==> src/rtl/pc_redirect_ctrl.sv <==
// PC sequencer and control-flow redirect controller: advances, holds or loads the
// branch target, pulses pipeline flushes after a redirect, halts on a misaligned target.
module pc_redirect_ctrl #(
  parameter int PC_W = 9
) (
  input  logic            clk,
  input  logic            reset,
  input  logic            Stall,
  input  logic            ExValid,
  input  logic            PcSel,
  input  logic [31:0]     BrPC,
  output logic [PC_W-1:0] PC,
  output logic            Flush_IF_ID,
  output logic            Flush_ID_EX,
  output logic            Redirect,
  output logic            MisalignErr,
  output logic [15:0]     RedirectCount
);

  typedef enum logic [1:0] {
    RUN   = 2'd0,
    FLUSH = 2'd1,
    HALT  = 2'd2
  } state_t;

  state_t          r_state;
  logic [PC_W-1:0] r_pc;
  logic            r_flush;
  logic            r_err;
  logic [15:0]     r_cnt;

  logic            w_take;
  logic            w_aligned;
  logic [PC_W-1:0] w_pc_inc;
  logic            w_unused_hi;

  function automatic logic [15:0] sat_inc(input logic [15:0] c);
    return (c == 16'hFFFF) ? c : c + 16'd1;
  endfunction

  assign w_take      = PcSel && ExValid;
  assign w_aligned   = (BrPC[1:0] == 2'b00);
  assign w_pc_inc    = r_pc + PC_W'(4);
  // Target bits above the PC width are intentionally discarded.
  assign w_unused_hi = ^BrPC[31:PC_W];

  always_ff @(posedge clk) begin
    if (reset) begin
      r_state <= RUN;
      r_pc    <= '0;
      r_flush <= 1'b0;
      r_err   <= 1'b0;
      r_cnt   <= '0;
    end else begin
      r_flush <= 1'b0;
      unique case (r_state)
        RUN: begin
          if (w_take && !w_aligned) begin
            r_err   <= 1'b1;
            r_state <= HALT;
          end else if (w_take) begin
            r_pc    <= BrPC[PC_W-1:0];
            r_state <= FLUSH;
            r_flush <= 1'b1;
            r_cnt   <= sat_inc(r_cnt);
          end else if (!Stall) begin
            r_pc <= w_pc_inc;
          end
        end
        // The instruction in EX is wrong-path here, so its PcSel is dropped.
        FLUSH: begin
          r_state <= RUN;
          if (!Stall) r_pc <= w_pc_inc;
        end
        HALT: begin
          r_state <= HALT;
        end
        default: r_state <= RUN;
      endcase
    end
  end

  assign PC            = r_pc;
  assign Flush_IF_ID   = r_flush;
  assign Flush_ID_EX   = r_flush;
  assign Redirect      = r_flush;
  assign MisalignErr   = r_err;
  assign RedirectCount = r_cnt;

endmodule

==> config.mk <==
export PLATFORM = sky130hd
export DESIGN_NAME = pc_redirect_ctrl
export DESIGN_NICKNAME = d
export VERILOG_FILES = /design/src/rtl/pc_redirect_ctrl.sv
export SDC_FILE = /design/constraint.sdc
export NUM_CORES = 1
export LEC_CHECK = 0
export CAP_MARGIN = 20
export CORE_MARGIN = 2
export CORE_UTILIZATION = 38
export CTS_CLUSTER_DIAMETER = 80
export DETAILED_ROUTE_END_ITERATION = 6
export PLACE_DENSITY = 0.76
export SLEW_MARGIN = 20
export SYNTH_ARGS = -nofsm -noshare
export SYNTH_HDL_FRONTEND = slang
export SYNTH_SLANG_ARGS = --single-unit
==> constraint.sdc <==
create_clock -name clk -period 1.55 [get_ports clk]
set_clock_uncertainty 0.05 [all_clocks]
set_input_delay 0.2325 -clock clk [delete_from_list [all_inputs] [get_ports clk]]
set_output_delay 0.2325 -clock clk [all_outputs]
set_load 0.01 [all_outputs]
Yosys cells after proc, flatten, opt, wreduce, memory -nomap -nowiden:

Cells that the tools add are included.

* bits in registers: 29
* bits of input ports: 37
* output and inout port bits: 29

* $add $sub $neg: 2
* muxes and demuxes: 8
* bitwise logic cells: 3
* reductions and logical operators: 10
* equality and inequality tests: 5

Operators with widths (count)
* 9-bit two-way mux: 3
* 9-bit one-hot mux with 2 select lines: 1
* 16-bit by 1-bit adder with 16-bit output, second input constant: 1
* 16-bit == test, second input constant: 1
* 9-bit by 3-bit adder with 9-bit output, second input constant: 1
* 2-bit logical NOT: 2
* 2-bit two-way mux: 2
* 2-bit one-hot mux with 2 select lines: 1
* 2-bit AND reduction: 2
* 4-bit AND reduction: 1
* 3-bit inequality test, second input constant: 1
* 1-bit NOT: 3
* 3-bit OR reduction: 1
* 2-bit by 1-bit == test with 1-bit output, second input constant: 1
* 2-bit == test, second input constant: 1
* 1-bit logical AND: 2
* 2-bit inequality test, second input constant: 1
* 2-bit nonzero test: 1
* 1-bit logical NOT: 1
* 1-bit two-way mux: 1

Logic depth before layout (Yosys ltp):

Gate-level depths: netlist of the first run.

* depth after elaboration: 5
* mapped depth: 6
* gate-level depth less buffers: 5

Worst setup path after synthesis of the first run:

OpenSTA, ideal clock, no wires.

* path kind: register -> register
* start: reg r_cnt[2] (netlist: RedirectCount[2])
* end: reg r_cnt[15] (netlist: RedirectCount[15])
* arrival time: 1.511 ns
* path slack: -0.127 ns
* buffers on the path: 0
* required time: 1.385 ns
* period minus slack after synthesis: 1.677 ns
* stages on the path, launching flop included: 5
* cells stage by stage: dfxtp_1 -> and4_4 -> nand4_2 -> or4b_1 -> and3_1

* longest elaborated chain between the ends: 3

RTL lines
* start, declared: RTL line 30 `logic [15:0] r_cnt;`
* start signal, assigned: RTL line 65 `r_cnt <= sat_inc(r_cnt);`
* branches (longest 3 deep; another with 16-bit by 1-bit adder with 16-bit output)

Several ways; the timed one is not identified.
A chain may end at the register's enable or synchronous reset.

Final worst setup path of the first run:

* start: reg r_cnt[0] (netlist: RedirectCount[0])
* end: reg r_cnt[5] (netlist: RedirectCount[5])

Same word-level chain as after synthesis.

==> results of run 1 <==
==> cells in the mapped netlist (2+ instances only) <==
master    count
o32ai_1       4
o31ai_1       5
and3_1        5
nand2_1      15
a21oi_1      22
nand2b_1      2
ha_1          2
buf_4         3
inv_1         3
or3_1         6
nor3_1        3
o22ai_1       3
dfxtp_1      29
nor2_1       10
or4_1         6
nand4_1       4
a211oi_1      2
clkbuf_1      5
mux2i_1       5
or4b_1        2
nand3_1       8
o21bai_1      2
o211a_1       2
o21ai_0       8
==> cells by family after synthesis <==
kind of cell | Yosys count | synth area share, %
AOI/OAI and AO/OA | 54 | 22.5
adders and majority gates | 2 | 1.65
buffers and inverters | 12 | 3.79
DFF | 29 | 38.2
muxes | 5 | 3.29
and+or+nand+nor | 75 | 30.6
==> repair_timing <==
item,in CTS,in global routing
resized for setup,28,29
pin swaps,12,12
hold buffers,0,0
buffers inserted,3,3
endpoints found under the setup margin,31,18
==> state kept, by name, indices dropped and copies added (netlist names) <==
| name | cells |
|---|---|
| PC | 9 |
| RedirectCount | 16 |
| r_state | 2 |
| Flush_ID_EX | 1 |
| MisalignErr | 1 |
==> path summary, 6_finish.rpt <==
kind / slack (ps) / endpoint / start / depth (start not counted)
min reg2reg: 420 / MisalignErr / MisalignErr / 2
min: 420 / MisalignErr / MisalignErr / 2
max reg2reg: -90 / RedirectCount[5] / RedirectCount[0] / 6
max: -90 / RedirectCount[5] / RedirectCount[0] / 6
==> layer usage <==
metal	GRT usage, %	vias up
met3	4.00	8
met2	35.3	45
met4	6.89	0
met5	0	-
met1	25.6	813
li1	-	843
==> cells in the final DEF (no fill, tap or decap), drive strengths merged, types with 4 or more instances in the layout <==
cell type       n
buf            42
dfxtp          29
clkdlybuf4s50  27
a21oi          22
nand2          15
dlygate4sd2    14
nor2           11
o21ai           9
nand3           8
clkbuf          6
nand4           6
or3             6
or4             6
mux2i           5
o31ai           5
and3            5
o32ai           4
==> tightest hold or removal path: stages, from the launching register on <==
cell	delay, ps
dfxtp_1	330
a21oi_1	40
nor2_1	70
==> cell type report <==
class / count / area share [%]
Clock buffer: 6 / 2.88
Clock inverter: 2 / 0.398
Inverter: 3 / 0.448
Multi-Input combinational cell: 136 / 39.9
Sequential cell: 29 / 24.9
Tap cell: 48 / 2.39
Timing Repair Buffer: 84 / 29.1
==> power by group <==
group | internal (mW) | leakage, nW | switching [mW]
Combinational | 0.114 | 0.742 | 0.0925
Sequential | 0.755 | 0.247 | 0.0213
Clock | 0.310 | 0.0450 | 0.286
Total | 1.18 | 1.03 | 0.399
==> stage by stage <==
| step | std cells | worst slack [ps] | util, % | cell area (um^2) |
|---|---|---|---|---|
| 2_1_floorplan | 177 | -1.09 | - | 1570 |
| 3_3_place_gp | 295 | -461 | 61.1 | 2290 |
| 3_5_place_dp | 295 | -504 | 61.1 | 2290 |
| 4_1_cts | 305 | -74.2 | 64.1 | 2400 |
| 5_1_grt | 308 | -144 | 67.2 | 2520 |
| 6_report | 308 | -90.4 | 67.2 | 2520 |
==> flow_metrics.py, run 1 <==
metrics = {
    "run_status": {
        "status": "complete, but fails checks",
        "violations": "negative setup slack",
    },
    "layout": {
        "area_growth_pct": 65.5,
        "nets": 298,
        "layout.area.seq_um2": 626,
        "drive_above_1_share_pct": 38.8,
        "multi_input_comb_area_mm2": 0.00100,
        "nFillCells": 330,
        "n_antenna_cell": 0,
    },
    "die": {
        "design.core.area_mm2": 0.00374,
        "fp.dieArea_mm2": 0.00452,
        "io_pins": 66,
        "die_width_um": 67.3,
        "row_count": 22,
        "initial_core_util_pct": 40.6,
        "die_h_um": 67.3,
    },
    "timing": {
        "worst_pin_slew_ps": 377,
        "holdWs_ps": 424,
        "setup_viol": 9,
        "finalMaxSlewViolations": 0,
        "setup_ws_ps": -90.4,
        "fmax_mhz": 610,
        "fin_crit_ps": 1640,
        "rsz0062_at_grt": "true",
        "hold_viol": 0,
        "post-route-period-util_pct": 106,
        "fin_tns_setup_ps": -556,
        "maxSlewHeadroom_pct": 74.8,
    },
    "cts": {
        "clockBufferDepth": 2,
        "cts_root_buf": "clkbuf_8",
        "cts_num_sinks": 29,
        "clkTransAtPathRegs_ps": 60,
        "ctsHtreeMaxLevel": 2,
        "tritoncts": "built",
        "insertion_delay_ps": 290,
        "numCtsBuffers": 5,
    },
    "place": {
        "hpwlAfterDp_mm": 3.15,
        "io_buffer_count": 42,
        "gp_congestion": 0.807,
    },
    "routing": {
        "dr_wl_met3_um": 211,
        "met2_length_mm": 2.21,
        "wl_met1_mm": 1.98,
        "first_pass_iters": 4,
        "vias_per_cell": 5.55,
        "num_vias": 1709,
        "avgRoutedWirePerCell_um": 14.5,
        "drc": 0,
        "top_layer": "met4",
        "drt_iter0_drc": 68,
        "wl_mm": 4.48,
        "antenna_left": 0,
    },
    "power_and_ir_drop": {
        "leakage_nw": 1.03,
        "p_per_area_mw_per_mm2": 627,
        "worst_ir_drop_vdd_uv": 388,
        "finalPower_mw": 1.58,
    },
    "worst_setup_path": {
        "critical_path_class": "register to register",
        "startpoint_type": "register",
        "end_kind": "register",
        "crit_fanout": 7,
        "crit_chain": "ha_4 > nand4_1 > nor4_4 > buf_4 > or4_4 > a21oi_2",
        "worstPathArrival_ps": 1810,
        "cpMaxStageDelayCell": "or4_4",
        "worst-path-buf-inv": 1,
        "worstPathRequired_ps": 1720,
        "max_stage_delay_ps": 480,
        "critical-path-top-delay-family": "simple AND/OR/NAND/NOR gates",
    },
    "synth": {
        "synth_edf_count": 0,
        "synth_flop_cell": "dfxtp_1",
        "ys_warn_count": 0,
        "synthArstFlopShare_pct": 0,
        "synthTopCellsByArea": "dfxtp_1, a21oi_1, nand2_1, mux2i_1, or4_1",
        "synth_cell_type_count": 45,
        "netlist_area_mm2": 0.00152,
        "yosysTopAreaCell": "dfxtp_1",
        "avgSynthCellArea_um2": 8.59,
        "yosysSeqAreaShare_pct": 38.2,
        "ys_ff_latch": 29,
        "synth_cells": 177,
        "syn_nets": 216,
        "synth_top_area_share_pct": 38.2,
    },
    "global_routing": {
        "track_usage_pct": 20.5,
        "grt-ovfl-total": 0,
        "grt_max_degree": 14,
        "antenna_found_initial": 0,
        "grt_pass1_vias": 1561,
        "grt_pass1_wl_mm": 7.10,
    },
    "hold_path": {
        "worstHoldPathType": "register to register",
    },
    "job": {
        "drv_cap": 0,
    },
}
No activity file was read; power rests on OpenSTA's default activity.
==> run 2: changes to the inputs <==
- ABC_AREA: default -> 0
- MAX_ROUTING_LAYER: default -> met4
==> run 2 against run 1 <==
Cell count unchanged. Critical endpoint unchanged. Die area unchanged. Clock power is essentially flat. Non-clock buffer count is the same. Sequential share of layout area about the same. First-iteration DRC count grew 19%. Cell area is 0.15% higher. The flow still finishes with violations (negative setup slack). Maximum frequency barely moved. Total power about the same. Setup slack worse by 1.3 ps. Hold slack is essentially flat.
==> flow_metrics.py, run 2 (synthesized netlist as in run 1, its figures left out) <==
metrics = {
    "run_status": {
        "status": "complete, but fails checks",
        "violations": "negative setup slack",
    },
    "worst_setup_path": {
        "critical_path_class": "register to register",
        "worstPathRequired_ps": 1720,
        "startpoint_type": "register",
        "worstPathArrival_ps": 1810,
        "end_kind": "register",
        "crit_fanout": 7,
    },
    "place": {
        "io_buffer_count": 42,
        "preCtsSetupSlack_ps": -504,
        "hpwlAfterDp_mm": 3.15,
        "dpl-instance-area_mm2": 0.00229,
        "dpl.cell_count": 295,
        "gp_congestion": 0.819,
    },
    "timing": {
        "maxSlewHeadroom_pct": 74.6,
        "hold_viol": 0,
        "setup_ws_ps": -91.7,
        "post-route-period-util_pct": 106,
        "worst_pin_slew_ps": 381,
        "fmax_mhz": 609,
        "finalMaxSlewViolations": 0,
        "fin_crit_ps": 1640,
        "holdWs_ps": 425,
        "rsz0062_at_grt": "true",
        "setup_viol": 9,
        "fin_tns_setup_ps": -558,
    },
    "layout": {
        "final_cell_mix": "buf_4, clkdlybuf4s50_1, a21oi_1, nand2_1, dlygate4sd2_1",
        "drive_above_1_share_pct": 39.2,
        "n_antenna_cell": 0,
        "area_growth_pct": 65.8,
        "fin_cells": 308,
        "nets": 298,
        "largest_reg_flops": 16,
        "fin_util_pct": 67.3,
        "final_common_cell": "buf_4",
        "fin_area_mm2": 0.00252,
    },
    "die": {
        "die_h_um": 67.3,
        "die_width_um": 67.3,
        "row_count": 22,
        "design.core.area_mm2": 0.00374,
        "initial_core_util_pct": 40.6,
        "io_pins": 66,
        "fp.dieArea_mm2": 0.00452,
    },
    "global_routing": {
        "antenna_found_initial": 0,
        "met3_usage_pct": 3.67,
        "grt_max_degree": 14,
        "use_met2_pct": 35.3,
        "top_usage_layer": "met2",
        "grt_pass1_wl_mm": 7.10,
        "grt_pass1_vias": 1563,
        "grt-ovfl-total": 0,
        "track_usage_pct": 21.1,
        "gr-usage-met1_pct": 25.8,
    },
    "power_and_ir_drop": {
        "netSwitchingPower_uw": 398,
        "leakage_nw": 1.03,
        "power.internal_mw": 1.18,
        "p_per_area_mw_per_mm2": 626,
        "pwr-share-seq_pct": 49.2,
        "clock_power_share_pct": 37.7,
        "p_sw_share_pct": 25.3,
        "combPwrFrac_pct": 13.1,
        "worst_ir_drop_vdd_uv": 388,
        "finalPower_mw": 1.58,
    },
    "cts": {
        "tritoncts": "built",
        "hold_buffers": 0,
        "insertion_delay_ps": 280,
        "clockBufferDepth": 2,
        "numCtsBuffers": 5,
        "cts_num_sinks": 29,
        "cts_root_buf": "clkbuf_8",
        "ctsHtreeMaxLevel": 2,
        "clkTransAtPathRegs_ps": 60,
    },
    "job": {
        "drv_cap": 0,
    },
    "routing": {
        "wl_mm": 4.45,
        "drc": 0,
        "num_vias": 1704,
        "avgRoutedWirePerCell_um": 14.5,
        "antenna_left": 0,
        "drt_iter0_drc": 81,
        "vias_per_cell": 5.53,
        "first_pass_iters": 4,
    },
    "hold_path": {
        "worstHoldPathType": "register to register",
    },
}
[run 2: cell types whose count changed in the layout (fill, tap and decap cells not counted)]
cell     delta
a21oi_1     -1
a21oi_2     +1
[run 2: power by group through the flow]
stage | Sequential, mW | Clock (mW) | Combinational [mW]
6_report | 0.776 | 0.594 | 0.207
5_1_grt | 0.779 | 0.640 | 0.227
4_1_cts | 0.776 | 0.610 | 0.205
3_5_place_dp | 0.792 | 0 | 0.205
3_3_place_gp | 0.792 | 0 | 0.202
2_1_floorplan | 0.798 | 0 | 0.0859
[run 2: layer usage]
layer | vias to the layer above | routed length (um)
met5 | - | 0
met2 | 43 | 2210
met1 | 809 | 1990
met4 | 0 | 77
met3 | 8 | 173
li1 | 844 | -
[run 2: what timing repair did]
action / in CTS / in global routing
buffers inserted: 3 / 3
gates resized for setup: 28 / 30
pin swaps: 12 / 12
setup endpoints to repair: 31 / 18
[run 2: path summary, 6_finish.rpt]
check	start	endpoint	slack, ps	cells past startpoint
min	MisalignErr	MisalignErr	420	2
max	RedirectCount[1]	RedirectCount[5]	-90	6
max reg2reg	RedirectCount[1]	RedirectCount[5]	-90	6
min reg2reg	MisalignErr	MisalignErr	420	2
[run 2: area by class of cell]
cell class	count	area, um^2
clock buffer	6	72.6
inverter	3	11.3
clock inverter	2	10.0
sequential	29	626
timing repair buffer	84	732
multi-input combinational	136	1010
tap	48	60.1
fill	329	1220
[run 2: worst max-delay path, stage by stage, from the launching register on]
cell and delay [ps]:
dfxtp_4 360, ha_4 160, nand4_1 160, nor4_4 70
buf_4 160, or4_4 480, a21oi_2 130
